$ cat config.mk
export PLATFORM = sky130hd
export DESIGN_NAME = slice_component_scheduler
export DESIGN_NICKNAME = d
export VERILOG_FILES = /design/src/rtl/prores_enc_pkg.sv /design/src/rtl/slice_component_scheduler.sv
export SDC_FILE = /design/constraint.sdc
export NUM_CORES = 1
export LEC_CHECK = 0
export ABC_AREA = 1
export ABC_CLOCK_PERIOD_IN_PS = 2900
export CORE_MARGIN = 2
export CORE_UTILIZATION = 52
export CTS_BUF_LIST = sky130_fd_sc_hd__clkbuf_2
export DETAILED_ROUTE_END_ITERATION = 8
export PLACE_DENSITY = 0.83
export SLEW_MARGIN = 20
export SYNTH_ARGS = -nofsm -noshare
export SYNTH_HDL_FRONTEND = slang
export SYNTH_SLANG_ARGS = --single-unit
$ cat constraint.sdc
create_clock -name clock -period 2.9 [get_ports clock]
set_input_delay 0.58 -clock clock [delete_from_list [all_inputs] [get_ports clock]]
set_output_delay 0.58 -clock clock [all_outputs]
set_load 0.005 [all_outputs]
$ cat src/rtl/prores_enc_pkg.sv
// Shared definitions for the ProRes component encode pipeline:
// component identifiers, blocks-per-macroblock constants and the
// small arithmetic helpers used for block counts and byte sizes.
package prores_enc_pkg;

  // Component identifier, in the order the passes run within a slice.
  typedef enum logic [1:0] {
    COMP_Y  = 2'd0,
    COMP_CB = 2'd1,
    COMP_CR = 2'd2
  } comp_id_e;

  // 8x8 blocks per macroblock (4:2:2: chroma count is per component).
  localparam int unsigned Y_BLOCKS_PER_MB = 4;
  localparam int unsigned C_BLOCKS_PER_MB = 2;

  // Blocks the pipeline must process for one component pass.
  // mb is zero-extended so the product is a plain 32-bit count.
  function automatic logic [31:0] blocks_for_comp(input logic [3:0] mb,
                                                  input comp_id_e id);
    logic [31:0] per_mb;
    per_mb = (id == COMP_Y) ? 32'(Y_BLOCKS_PER_MB) : 32'(C_BLOCKS_PER_MB);
    return {28'd0, mb} * per_mb;
  endfunction

  // ceil(bits/8), saturated to 16 bits. The add is 33 bits wide so an
  // all-ones bit count rounds up instead of wrapping to a tiny value.
  function automatic logic [15:0] bits_to_bytes(input logic [31:0] bits);
    logic [32:0] rounded;
    rounded = ({1'b0, bits} + 33'd7) >> 3;
    if (|rounded[32:16]) begin
      return 16'hFFFF;
    end
    return rounded[15:0];
  endfunction

endpackage

$ cat src/rtl/slice_component_scheduler.sv
// Per-slice controller for the component encode pipeline. Accepts a slice
// descriptor, runs the Y, Cb and Cr passes in turn (start pulse, wait for
// done, capture bit count, flush gap) and reports per-component and total
// slice sizes in bytes for the slice-header writer.
module slice_component_scheduler #(
  parameter int unsigned MAX_MB     = 8,
  parameter int unsigned GAP_CYCLES = 2   // legal 1..15
) (
  input  logic        clock,
  input  logic        reset_n,
  input  logic        slice_valid,
  output logic        slice_ready,
  input  logic [3:0]  mb_num,
  output logic        comp_start,
  output logic [1:0]  comp_id,
  output logic [31:0] comp_block_num,
  input  logic        comp_done,
  input  logic [31:0] comp_bits,
  output logic [15:0] y_bytes,
  output logic [15:0] cb_bytes,
  output logic [15:0] cr_bytes,
  output logic [17:0] slice_bytes,
  output logic        slice_done,
  output logic        busy,
  output logic        cfg_error,
  output logic        spurious_done
);

  import prores_enc_pkg::*;

  localparam logic [3:0] MAX_MB_L = 4'(MAX_MB);
  localparam logic [3:0] GAP_L    = 4'(GAP_CYCLES);

  typedef enum logic [2:0] {
    ST_IDLE,
    ST_START,
    ST_WAIT,
    ST_GAP,
    ST_FINISH
  } sched_state_e;

  sched_state_e state_q, state_d;
  logic [3:0]   mb_q, mb_d;
  comp_id_e     comp_id_q, comp_id_d;
  logic [31:0]  block_num_q, block_num_d;
  logic [3:0]   gap_q, gap_d;
  logic [15:0]  y_bytes_q, y_bytes_d;
  logic [15:0]  cb_bytes_q, cb_bytes_d;
  logic [15:0]  cr_bytes_q, cr_bytes_d;
  logic [17:0]  slice_bytes_q, slice_bytes_d;
  logic         cfg_error_q, cfg_error_d;
  logic         spurious_q, spurious_d;

  logic [15:0]  cap_bytes;
  comp_id_e     next_comp;

  // Outputs that follow directly from the current state.
  assign slice_ready    = (state_q == ST_IDLE);
  assign comp_start     = (state_q == ST_START);
  assign slice_done     = (state_q == ST_FINISH);
  assign busy           = (state_q != ST_IDLE);
  assign comp_id        = comp_id_q;
  assign comp_block_num = block_num_q;
  assign y_bytes        = y_bytes_q;
  assign cb_bytes       = cb_bytes_q;
  assign cr_bytes       = cr_bytes_q;
  assign slice_bytes    = slice_bytes_q;
  assign cfg_error      = cfg_error_q;
  assign spurious_done  = spurious_q;

  // State and datapath registers; reset discards any partial slice.
  always_ff @(posedge clock or negedge reset_n) begin
    if (!reset_n) begin
      state_q       <= ST_IDLE;
      mb_q          <= 4'd0;
      comp_id_q     <= COMP_Y;
      block_num_q   <= 32'd0;
      gap_q         <= 4'd0;
      y_bytes_q     <= 16'd0;
      cb_bytes_q    <= 16'd0;
      cr_bytes_q    <= 16'd0;
      slice_bytes_q <= 18'd0;
      cfg_error_q   <= 1'b0;
      spurious_q    <= 1'b0;
    end else begin
      state_q       <= state_d;
      mb_q          <= mb_d;
      comp_id_q     <= comp_id_d;
      block_num_q   <= block_num_d;
      gap_q         <= gap_d;
      y_bytes_q     <= y_bytes_d;
      cb_bytes_q    <= cb_bytes_d;
      cr_bytes_q    <= cr_bytes_d;
      slice_bytes_q <= slice_bytes_d;
      cfg_error_q   <= cfg_error_d;
      spurious_q    <= spurious_d;
    end
  end

  // Next-state logic: pass sequencing, gap countdown and size capture.
  always_comb begin
    state_d       = state_q;
    mb_d          = mb_q;
    comp_id_d     = comp_id_q;
    block_num_d   = block_num_q;
    gap_d         = gap_q;
    y_bytes_d     = y_bytes_q;
    cb_bytes_d    = cb_bytes_q;
    cr_bytes_d    = cr_bytes_q;
    slice_bytes_d = slice_bytes_q;
    cfg_error_d   = 1'b0;
    spurious_d    = spurious_q;
    cap_bytes     = bits_to_bytes(comp_bits);
    next_comp     = comp_id_e'(comp_id_q + 2'd1);

    case (state_q)
      ST_IDLE: begin
        if (slice_valid) begin
          if ((mb_num == 4'd0) || (mb_num > MAX_MB_L)) begin
            cfg_error_d = 1'b1;
          end else begin
            mb_d        = mb_num;
            comp_id_d   = COMP_Y;
            block_num_d = blocks_for_comp(mb_num, COMP_Y);
            state_d     = ST_START;
          end
        end
      end

      ST_START: begin
        state_d = ST_WAIT;
      end

      ST_WAIT: begin
        if (comp_done) begin
          // The Y capture restarts the running total for the new slice,
          // so the previous slice's sizes stay visible until this point.
          if (comp_id_q == COMP_Y) begin
            y_bytes_d     = cap_bytes;
            slice_bytes_d = {2'b00, cap_bytes};
          end else if (comp_id_q == COMP_CB) begin
            cb_bytes_d    = cap_bytes;
            slice_bytes_d = slice_bytes_q + {2'b00, cap_bytes};
          end else begin
            cr_bytes_d    = cap_bytes;
            slice_bytes_d = slice_bytes_q + {2'b00, cap_bytes};
          end
          gap_d   = GAP_L;
          state_d = ST_GAP;
        end
      end

      ST_GAP: begin
        if (gap_q <= 4'd1) begin
          if (comp_id_q == COMP_CR) begin
            state_d = ST_FINISH;
          end else begin
            comp_id_d   = next_comp;
            block_num_d = blocks_for_comp(mb_q, next_comp);
            state_d     = ST_START;
          end
        end else begin
          gap_d = gap_q - 4'd1;
        end
      end

      ST_FINISH: begin
        state_d = ST_IDLE;
      end

      default: begin
        state_d = ST_IDLE;
      end
    endcase

    // A done pulse outside WAIT never contributes to sizing, only flags.
    if (comp_done && (state_q != ST_WAIT)) begin
      spurious_d = 1'b1;
    end
  end

endmodule

# [After elaboration in Yosys (flattened, before gate mapping)]
# Index checks and enable logic that the tools add are counted.
# Widths: inputs -> output; s select.
[totals] elab_cells=79 output_inout_bits=106 register_bits=113
[classes] reduce_logical=18 mul=1 n_eq_ne=13 mux=27 add_sub_neg=4 n_bitwise=3 order_cmp=2
[op_table] op="$mux 32" count=4
[op_table] op="$pmux 32 s2" count=1
[op_table] op="$add 32x3->33 const B" count=1
[op_table] op="$mux 16" count=2
[op_table] op="$add 18x16->18" count=1
[op_table] op="$mux 18" count=1
[op_table] op="$mux 3" count=6
[op_table] op="$reduce_or 14->1" count=1
[op_table] op="$ne 2x2->1 const B" count=6
[op_table] op="$pmux 3 s4" count=1
[op_table] op="$reduce_and 4->1" count=3
[op_table] op="$reduce_and 3->1" count=3
[op_table] op="$mux 2" count=4
[op_table] op="$mux 4" count=2
[op_table] op="$pmux 4 s2" count=1
[op_table] op="$mul 4x3->7" count=1
[op_table] op="$eq 3x2->1 const B" count=2
[op_table] op="$reduce_and 5->1" count=1
[op_table] op="$gt 4x4->1 const B" count=1
[op_table] op="$le 4x1->1 const B" count=1
[op_table] op="$logic_not 2->1" count=2
[op_table] op="$logic_not 4->1" count=1
[op_table] op="$mux 1" count=4
[op_table] op="$pmux 2 s2" count=1
[op_table] op="other kinds (14)" count=17

# [Longest topological paths before layout]
# Gate-level depths: netlist of the first run.
[logic_depth] ltp_word=7 mapped_depth=27 ltp_nobuf=26

# [Worst setup path before layout of the first run]
# Ideal clock, no wire load.
[synth_timing] path_type="in2reg" start="in comp_bits[2]" end="reg slice_bytes_q[16], in the netlist slice_bytes[16]" setup_slack_ns=-0.645 arrival_ns=3.426 required_time_ns=2.781 path_stages=25 path_buffers=1 setup_ns=0.119 cell_sequence="nor2_1 nand2_1 nand2_4 nor2_1 nand2_1 or2_0 nand3_1 nor2_4 buf_12 nand3_4 ha_1 inv_1 fa_1 inv_1 nand2_1 o21ai_0 nand2_1 nand2_1 nand3_1 nand2_1 nand3_1 nand2_1 nand3_1 nand2_1 nor2_1"
[synth_via] elab_chain_cells=6
[synth_lines] item="from (decl)" line_no="slice_component_scheduler.sv:18" text="input logic [31:0] comp_bits,"
[synth_lines] item="$add 32x3->33 *" line_no="prores_enc_pkg.sv:30" text="rounded = ({1'b0, bits} + 33'd7) >> 3;"
[synth_lines] item="$reduce_or 14->1" line_no="prores_enc_pkg.sv:31" text="if (|rounded[32:16]) begin"
[synth_lines] item="$mux 1" line_no="prores_enc_pkg.sv:31"
[synth_lines] item="$mux 16 *" line_no="prores_enc_pkg.sv:34" text="return rounded[15:0];"
[synth_lines] item="named net cap_bytes[0]" line_no="slice_component_scheduler.sv:54" text="logic [15:0] cap_bytes;"
[synth_lines] item="$add 18x16->18 *" line_no="slice_component_scheduler.sv:143, slice_component_scheduler.sv:146"
[synth_lines] item="$mux 18 *" line_no="slice_component_scheduler.sv:138" text="if (comp_id_q == COMP_Y) begin"
[synth_lines] item="to (signal assigned)" line_no="slice_component_scheduler.sv:94" text="slice_bytes_q <= slice_bytes_d;"
[synth_lines] item="to (decl)" line_no="slice_component_scheduler.sv:50" text="logic [17:0] slice_bytes_q, slice_bytes_d;"
# Mark *: on every way through the listed nets, which the timed path passes. The rest lies on a longest branch.
# A chain may end at the register's enable or synchronous reset.

# [Final worst setup path of the first run]
[layout_timing] start="in comp_bits[17]" end="reg slice_bytes_q[7], in the netlist slice_bytes[7]"
[layout_via] elab_chain_cells=6
[layout_lines] item="$add 32x3->33" line_no="prores_enc_pkg.sv:30"
[layout_lines] item="$reduce_or 14->1" line_no="prores_enc_pkg.sv:31"
[layout_lines] item="$mux 1" line_no="prores_enc_pkg.sv:31"
[layout_lines] item="$mux 16" line_no="prores_enc_pkg.sv:34"
[layout_lines] item="named net cap_bytes[6]" line_no="slice_component_scheduler.sv:54"
[layout_lines] item="$add 18x16->18" line_no="slice_component_scheduler.sv:143, slice_component_scheduler.sv:146"
[layout_lines] item="$mux 18" line_no="slice_component_scheduler.sv:138"
# The timed path passes the listed nets, and every way through them passes these cells.

==> flow_metrics.tcl, run 1 <==
set metrics [dict create \
    report.final.slew_viol_count 0 \
    grt_max_degree 58 \
    relative_area_change_from_synthesis_to_final_layout_pct 61.5 \
    via_count 7340 \
    post_route_cell_area_um2 9690 \
    globalRoute.totalOverflow 0 \
    failing_checks "setup timing" \
    die-area_um2 12400 \
    synth_async_sr_flop_share_pct 100 \
    synth_top_area_share_pct 36.3 \
    insertion_delay_ns 0.61 \
    setup_ws_ns -0.211 \
    top_level_ports 146 \
    route.final.wire_length_um 25500 \
    status "finished, violations left" \
    avgRoutedWirePerCell_um 20.6 \
    setup.worst_path.end_class "flop" \
    place_hpwl_um 14500 \
    layout_worst_path_cycle_share_pct 107 \
    final_critical_path_time_including_i_o_delays_and_setup_ns 3.11 \
    synth_largest_area_cell "sky130_fd_sc_hd__dfrtp_1" \
    antennaDiodeCount 0 \
    count_of_hold_fix_buffers_inserted_at_cts 0 \
    grt_usage_pct 32.3 \
    placement.io_buffers 119 \
    drt_first_iter_violations 869 \
    worst-path-max-fanout 5 \
    synth_cells 826 \
    worstPathRequired_ns 3.43 \
    fp.coreArea_um2 11300 \
    tns_ns -1.54 \
    ant_nets 0 \
    finalSetupViolations 14 \
    via_count_of_the_first_global_routing_pass 6484 \
    fin_util_pct 85.6 \
    num-fill-cells 573 \
    clock-root-buffer "sky130_fd_sc_hd__clkbuf_2" \
    drv_cap 0 \
    grt_setup_unrepaired "yes" \
    floorplan.initialDensity_pct 53.0 \
    post_layout_nonfiller_instances 1240 \
    drt_first_pass_iters 8 \
    cellPowerDensity_nw_per_um2 908 \
    final_layout_size_suffix_gt1_share_pct 37.8 \
    finalClockSkew_ns 0.0515 \
    syn-cell-area_um2 6000 \
    worst_slew_pin_slew_ns 0.773 \
    critical_path.startpoint_type "input port" \
    yosys-top-cells-area "sky130_fd_sc_hd__dfrtp_1 36%, sky130_fd_sc_hd__nand2_1 20%, sky130_fd_sc_hd__ha_1 5.2%, sky130_fd_sc_hd__nor2_1 4.5%, sky130_fd_sc_hd__inv_1 3.9%" \
    layout.nets 1159 \
    worst_hold_class "in2async" \
    cts_num_sinks 87 \
    ys_ff_latch 87 \
    floorplan.die.width_um 111 \
    layout_commonest_cell "sky130_fd_sc_hd__nand2_1" \
    finalWeightedCongestion 0.983 \
    peakVddDrop_v 0.000640 \
    detailed_place.area_um2 8350 \
    dp_slack_ns -1.21 \
    p_leak_nw 4.55 \
    synth_edf_count 0 \
    ctsLongestPathBuffers 2 \
    postSynthAreaPerCell_um2 7.27 \
    ys.flop_type "sky130_fd_sc_hd__dfrtp_1" \
    critPathKind "in2reg" \
    antenna_found_initial 1 \
    layout.cells.most_common_list "257 x sky130_fd_sc_hd__nand2_1, 133 x sky130_fd_sc_hd__buf_4, 87 x sky130_fd_sc_hd__dfrtp_1" \
    cts-htree-levels 3 \
    seq_area_frac_synth_pct 36.3 \
    timing.critical_path.arrival_ns 3.64 \
    slew-limit-headroom_pct 48.4 \
    cells_after_dpl 1189 \
    floorplan.die.height_um 111 \
    detail_route.vias_per_cell 5.92 \
    cts_tree "built" \
    floorplan.rows 39 \
    yosys_warn_count 0 \
    yosys.cell_types.count 43 \
    fmax_mhz 321 \
    hold_viol_final 0 \
    grt_pass1_wl_um 32000 \
    drc_errors 0 \
    tritoncts.num_buffers 9 \
    clk_transition_reported_paths_ns 0.26 \
]
[worst max-delay path: stages]
cell and delay (ns):
sky130_fd_sc_hd__buf_12 0.10, sky130_fd_sc_hd__nand2_8 0.06, sky130_fd_sc_hd__buf_6 0.11, sky130_fd_sc_hd__nor2_4 0.16, sky130_fd_sc_hd__nand2_2 0.11, sky130_fd_sc_hd__nor2_4 0.12
sky130_fd_sc_hd__nand2_1 0.07, sky130_fd_sc_hd__nand2_1 0.09, sky130_fd_sc_hd__nand2_1 0.06, sky130_fd_sc_hd__nor2_1 0.08, sky130_fd_sc_hd__nand2_1 0.10, sky130_fd_sc_hd__nor2_4 0.23
sky130_fd_sc_hd__buf_6 0.21, sky130_fd_sc_hd__nand3_4 0.10, sky130_fd_sc_hd__ha_4 0.28, sky130_fd_sc_hd__nand2_2 0.10, sky130_fd_sc_hd__nand2_4 0.07, sky130_fd_sc_hd__o21bai_4 0.20
sky130_fd_sc_hd__a21oi_4 0.17, sky130_fd_sc_hd__buf_4 0.14, sky130_fd_sc_hd__xor2_1 0.24, sky130_fd_sc_hd__o21ai_1 0.10, sky130_fd_sc_hd__inv_1 0.08, sky130_fd_sc_hd__nand2_1 0.07
[flip-flops by register name, summed over array words and instances, names as in the netlist, 2 cells and up]
| register | flops |
|---|---|
| cb_bytes | 16 |
| state_q | 3 |
| y_bytes | 16 |
| comp_id | 2 |
| mb_q | 4 |
| comp_block_num | 6 |
| gap_q | 4 |
| slice_bytes | 18 |
| cr_bytes | 16 |
[metrics by stage]
stage          hold WS, ns  total power [mW]
2_1_floorplan        0.284              4.42
3_3_place_gp         0.440              6.40
3_5_place_dp         0.448              6.58
4_1_cts             0.0347              7.49
5_1_grt             0.0299              9.20
6_report           0.00609              8.79
[synthesized netlist by cell type, types with 11 or more instances]
library cell,count
sky130_fd_sc_hd__nand2_1,325
sky130_fd_sc_hd__dfrtp_1,87
sky130_fd_sc_hd__nor2_1,72
sky130_fd_sc_hd__inv_1,63
sky130_fd_sc_hd__nand3_1,33
sky130_fd_sc_hd__o21ai_0,30
sky130_fd_sc_hd__a21oi_1,28
sky130_fd_sc_hd__buf_4,26
sky130_fd_sc_hd__ha_1,25
sky130_fd_sc_hd__xor2_1,19
sky130_fd_sc_hd__nand3b_1,14
sky130_fd_sc_hd__nand2_2,12
sky130_fd_sc_hd__nor2_2,11
[kinds of logic (layout without fill, tap and decap cells)]
group / Yosys count / in the layout / share of synthesized area, %
other: 2 / 30 / 0.125
and+or+nand+nor: 502 / 502 / 38.0
DFF: 87 / 87 / 36.3
buffers and inverters: 107 / 350 / 8.92
adders and majority gates: 27 / 27 / 5.88
AOI/OAI and AO/OA: 73 / 73 / 6.67
xor gates and xnor gates: 28 / 28 / 4.09
[report_power, final]
part	internal, mW	switching, mW	leakage, nW
registers	1.80	0.559	1.02
clock network	0.285	0.468	0.0795
logic	2.71	2.97	3.45
total	4.80	4.00	4.55
[cell type report]
class	instances	area (um2)	share of cell area, %
Multi-Input combinational cell	660	4480	46.2
Timing Repair Buffer	266	2460	25.3
Sequential cell	87	2180	22.5
Inverter	68	263	2.71
Tap cell	143	179	1.85
Clock inverter	6	85.1	0.878
Clock buffer	10	50.0	0.516
[final timing paths]
path | startpoint | to | slack, ns | cells past startpoint
setup / recovery | comp_bits[17] | slice_bytes[7] | -0.21 | 24
hold / removal | reset_n | spurious_done | 0.006 | 1
setup reg to reg | state_q[1] | y_bytes[7] | 0.24 | 10
hold reg to reg | spurious_done | spurious_done | 0.51 | 1
max in group asynchronous | reset_n | y_bytes[6] | 2.22 | 2
min in group clock | spurious_done | spurious_done | 0.51 | 1
[metal layers]
layer | share of wire [%] | track usage, %
met3 | 8.8 | 5.50
met5 | 0.043 | 0
met2 | 48 | 55.5
met4 | 8.9 | 14.7
met1 | 35 | 39.9
[repair_timing]
item	in CTS	in global routing
setup buffers	13	23
setup endpoints to repair	17	15
pin swaps	55	109
cloned	2	0
resized for setup	188	222
Note: power is estimated with default switching activity, not from simulation.
==> run 2, diff against run 1 <==
--- a/config.mk
+++ b/config.mk
@@ -7,11 +7,14 @@
 export LEC_CHECK = 0
 export ABC_AREA = 1
 export ABC_CLOCK_PERIOD_IN_PS = 2900
+export CELL_PAD_IN_SITES_DETAIL_PLACEMENT = 1
+export CELL_PAD_IN_SITES_GLOBAL_PLACEMENT = 2
 export CORE_MARGIN = 2
-export CORE_UTILIZATION = 52
+export CORE_UTILIZATION = 28
 export CTS_BUF_LIST = sky130_fd_sc_hd__clkbuf_2
 export DETAILED_ROUTE_END_ITERATION = 8
-export PLACE_DENSITY = 0.83
+export HOLD_SLACK_MARGIN = 0.12
+export PLACE_DENSITY = 0.82
 export SLEW_MARGIN = 20
 export SYNTH_ARGS = -nofsm -noshare
 export SYNTH_HDL_FRONTEND = slang
==> run 2 against run 1 <==
Effect of this change:
- the flow still finishes with violations (setup timing)
- worst hold slack better by 0.43 ns
- count of clock-buffer cells in the layout is 1 lower
- maximum frequency is 3.8% higher
- first-iteration DRC count is 83% lower
- critical path depth stayed put
- sequential power is 2% lower
==> flow_metrics.tcl, run 2 (synthesis results as in run 1) <==
set metrics [dict create \
    avgRoutedWirePerCell_um 16.2 \
    floorplan.die.height_um 150 \
    cts_num_sinks 87 \
    r2r_start "slice_bytes[0]" \
    post_route_cell_area_um2 9700 \
    setup.worst_path.end_class "flop" \
    num-fill-cells 2546 \
    drt_first_pass_iters 4 \
    ctsLongestPathBuffers 2 \
    final_critical_path_time_including_i_o_delays_and_setup_ns 3.00 \
    timing.critical_path.arrival_ns 3.48 \
    ant_nets 0 \
    worstPathRequired_ns 3.39 \
    largest_register_ff_count 18 \
    place_hpwl_um 17100 \
    antenna_found_initial 1 \
    final_layout_size_suffix_gt1_share_pct 36.3 \
    setup_ws_ns -0.0962 \
    top_level_ports 146 \
    crit_buf_inv 4 \
    globalRoute.totalOverflow 0 \
    layout_commonest_cell "sky130_fd_sc_hd__nand2_1" \
    hold_viol_final 0 \
    slew-limit-headroom_pct 65.5 \
    reg2reg_to "slice_bytes[14]" \
    ff2ff_path_depth 13 \
    finalClockSkew_ns 0.0543 \
    cts-htree-levels 3 \
    cts_tree "built" \
    status "finished, violations left" \
    clk_transition_reported_paths_ns 0.28 \
    floorplan.rows 53 \
    detailed_place.area_um2 8520 \
    timing.critical_path.mode_cell "sky130_fd_sc_hd__nand2_2" \
    layout.nets 1158 \
    drc_errors 0 \
    finalSetupViolations 2 \
    layout.cells.most_common_list "262 x sky130_fd_sc_hd__nand2_1, 139 x sky130_fd_sc_hd__buf_4, 87 x sky130_fd_sc_hd__dfrtp_1" \
    drt_first_iter_violations 149 \
    grt_usage_pct 19.3 \
    p_leak_nw 4.51 \
    crit_slowest_cell "sky130_fd_sc_hd__ha_4" \
    worst_slew_pin_slew_ns 0.518 \
    drv_cap 0 \
    cellPowerDensity_nw_per_um2 833 \
    detail_route.vias_per_cell 4.57 \
    fp.coreArea_um2 21000 \
    route.final.wire_length_um 22300 \
    failing_checks "setup timing" \
    worst-path-max-fanout 5 \
    tritoncts.num_buffers 9 \
    layout_worst_path_cycle_share_pct 103 \
    crit_path_cell_trace "buf_8, nand2_8, nor2_4, nand2_8, buf_12, nor2_8, nand2_2, nand2_2, nand2_2, nor2_2, nand2_2, nor2_4, buf_4, buf_6, nand3_4, ha_4, nand2_1, nand2_1, o21bai_1, a21oi_1, nand2_2, xor2_1, a21boi_1, nand2_1" \
    floorplan.die.width_um 150 \
    grt_pass1_wl_um 33900 \
    via_count_of_the_first_global_routing_pass 6358 \
    floorplan.initialDensity_pct 28.6 \
    report.final.slew_viol_count 0 \
    insertion_delay_ns 0.62 \
    crit_family "simple AND/OR/NAND/NOR gates" \
    peakVddDrop_v 0.000242 \
    grt_setup_unrepaired "yes" \
    slack_of_the_worst_reg_to_reg_path_ns 0.67 \
    cp_slowest_stage_delay_ns 0.25 \
    tns_ns -0.118 \
    via_count 6266 \
    die-area_um2 22600 \
    grt_max_degree 51 \
    clock-root-buffer "sky130_fd_sc_hd__clkbuf_2" \
    relative_area_change_from_synthesis_to_final_layout_pct 61.6 \
    finalWeightedCongestion 0.949 \
    critical_path.startpoint_type "input port" \
    fmax_mhz 334 \
    critPathKind "in2reg" \
    placement.io_buffers 119 \
    worst_hold_class "in2async" \
]
## run 2: what timing repair did
| item | 4_1_cts | 5_1_grt |
|---|---|---|
| pin swaps | 40 | 72 |
| resized for setup | 179 | 202 |
| cloned | 1 | 1 |
| setup buffers | 17 | 12 |
| endpoints found under the setup margin | 17 | 15 |
| hold buffers | 1 | 0 |
| hold endpoints to repair | 37 | 0 |
## run 2: how the worst max path moves through the flow
stage / start / end / slack [ns] / cells after the start
6_report: comp_bits[5] / slice_bytes[14] / -0.1 / 24
5_1_grt: comp_bits[18] / slice_bytes[14] / -0.19 / 26
4_1_cts: comp_bits[3] / slice_bytes[16] / 0.003 / 28
3_5_place_dp: comp_bits[10] / slice_bytes[16] / -1.38 / 25
3_3_place_gp: comp_bits[10] / slice_bytes[16] / -1.30 / 25
2_1_floorplan: comp_bits[6] / slice_bytes[16] / -0.23 / 25
## run 2: area by class of cell
class | count | area (um2) | area share, %
antenna | 1 | 2.50 | 0.0258
clock buffer | 9 | 45.0 | 0.464
clock inverter | 7 | 55.1 | 0.568
inverter | 68 | 258 | 2.66
multi-input combinational | 660 | 4450 | 45.9
sequential | 87 | 2180 | 22.4
tap | 275 | 344 | 3.55
timing repair buffer | 265 | 2370 | 24.4
## run 2: routing by layer
layer / GRT usage, % / wire length [um] / share of wire, %
met4: 4.67 / 327 / 1.5
met1: 26.0 / 9920 / 45
met5: 0 / 0 / 0
met3: 3.30 / 855 / 3.8
met2: 32.1 / 11200 / 50
## run 2: power by group
group / internal [mW] / total, mW / switching [mW] / leakage (nW)
registers: 1.80 / 2.32 / 0.516 / 1.02
logic: 2.65 / 5.15 / 2.50 / 3.43
clock network: 0.123 / 0.609 / 0.486 / 0.0609
## run 2: metrics by stage
stage	hold slack, ns	utilization (%)	std cells	total power [mW]	setup slack [ns]
2_1_floorplan	0.284	-	854	4.42	-0.234
3_3_place_gp	0.440	40.6	1324	6.64	-1.30
3_5_place_dp	0.452	40.6	1324	6.77	-1.38
4_1_cts	0.412	43.2	1359	7.71	0.00343
5_1_grt	0.398	46.1	1372	8.80	-0.191
6_report	0.438	46.1	1372	8.07	-0.0962
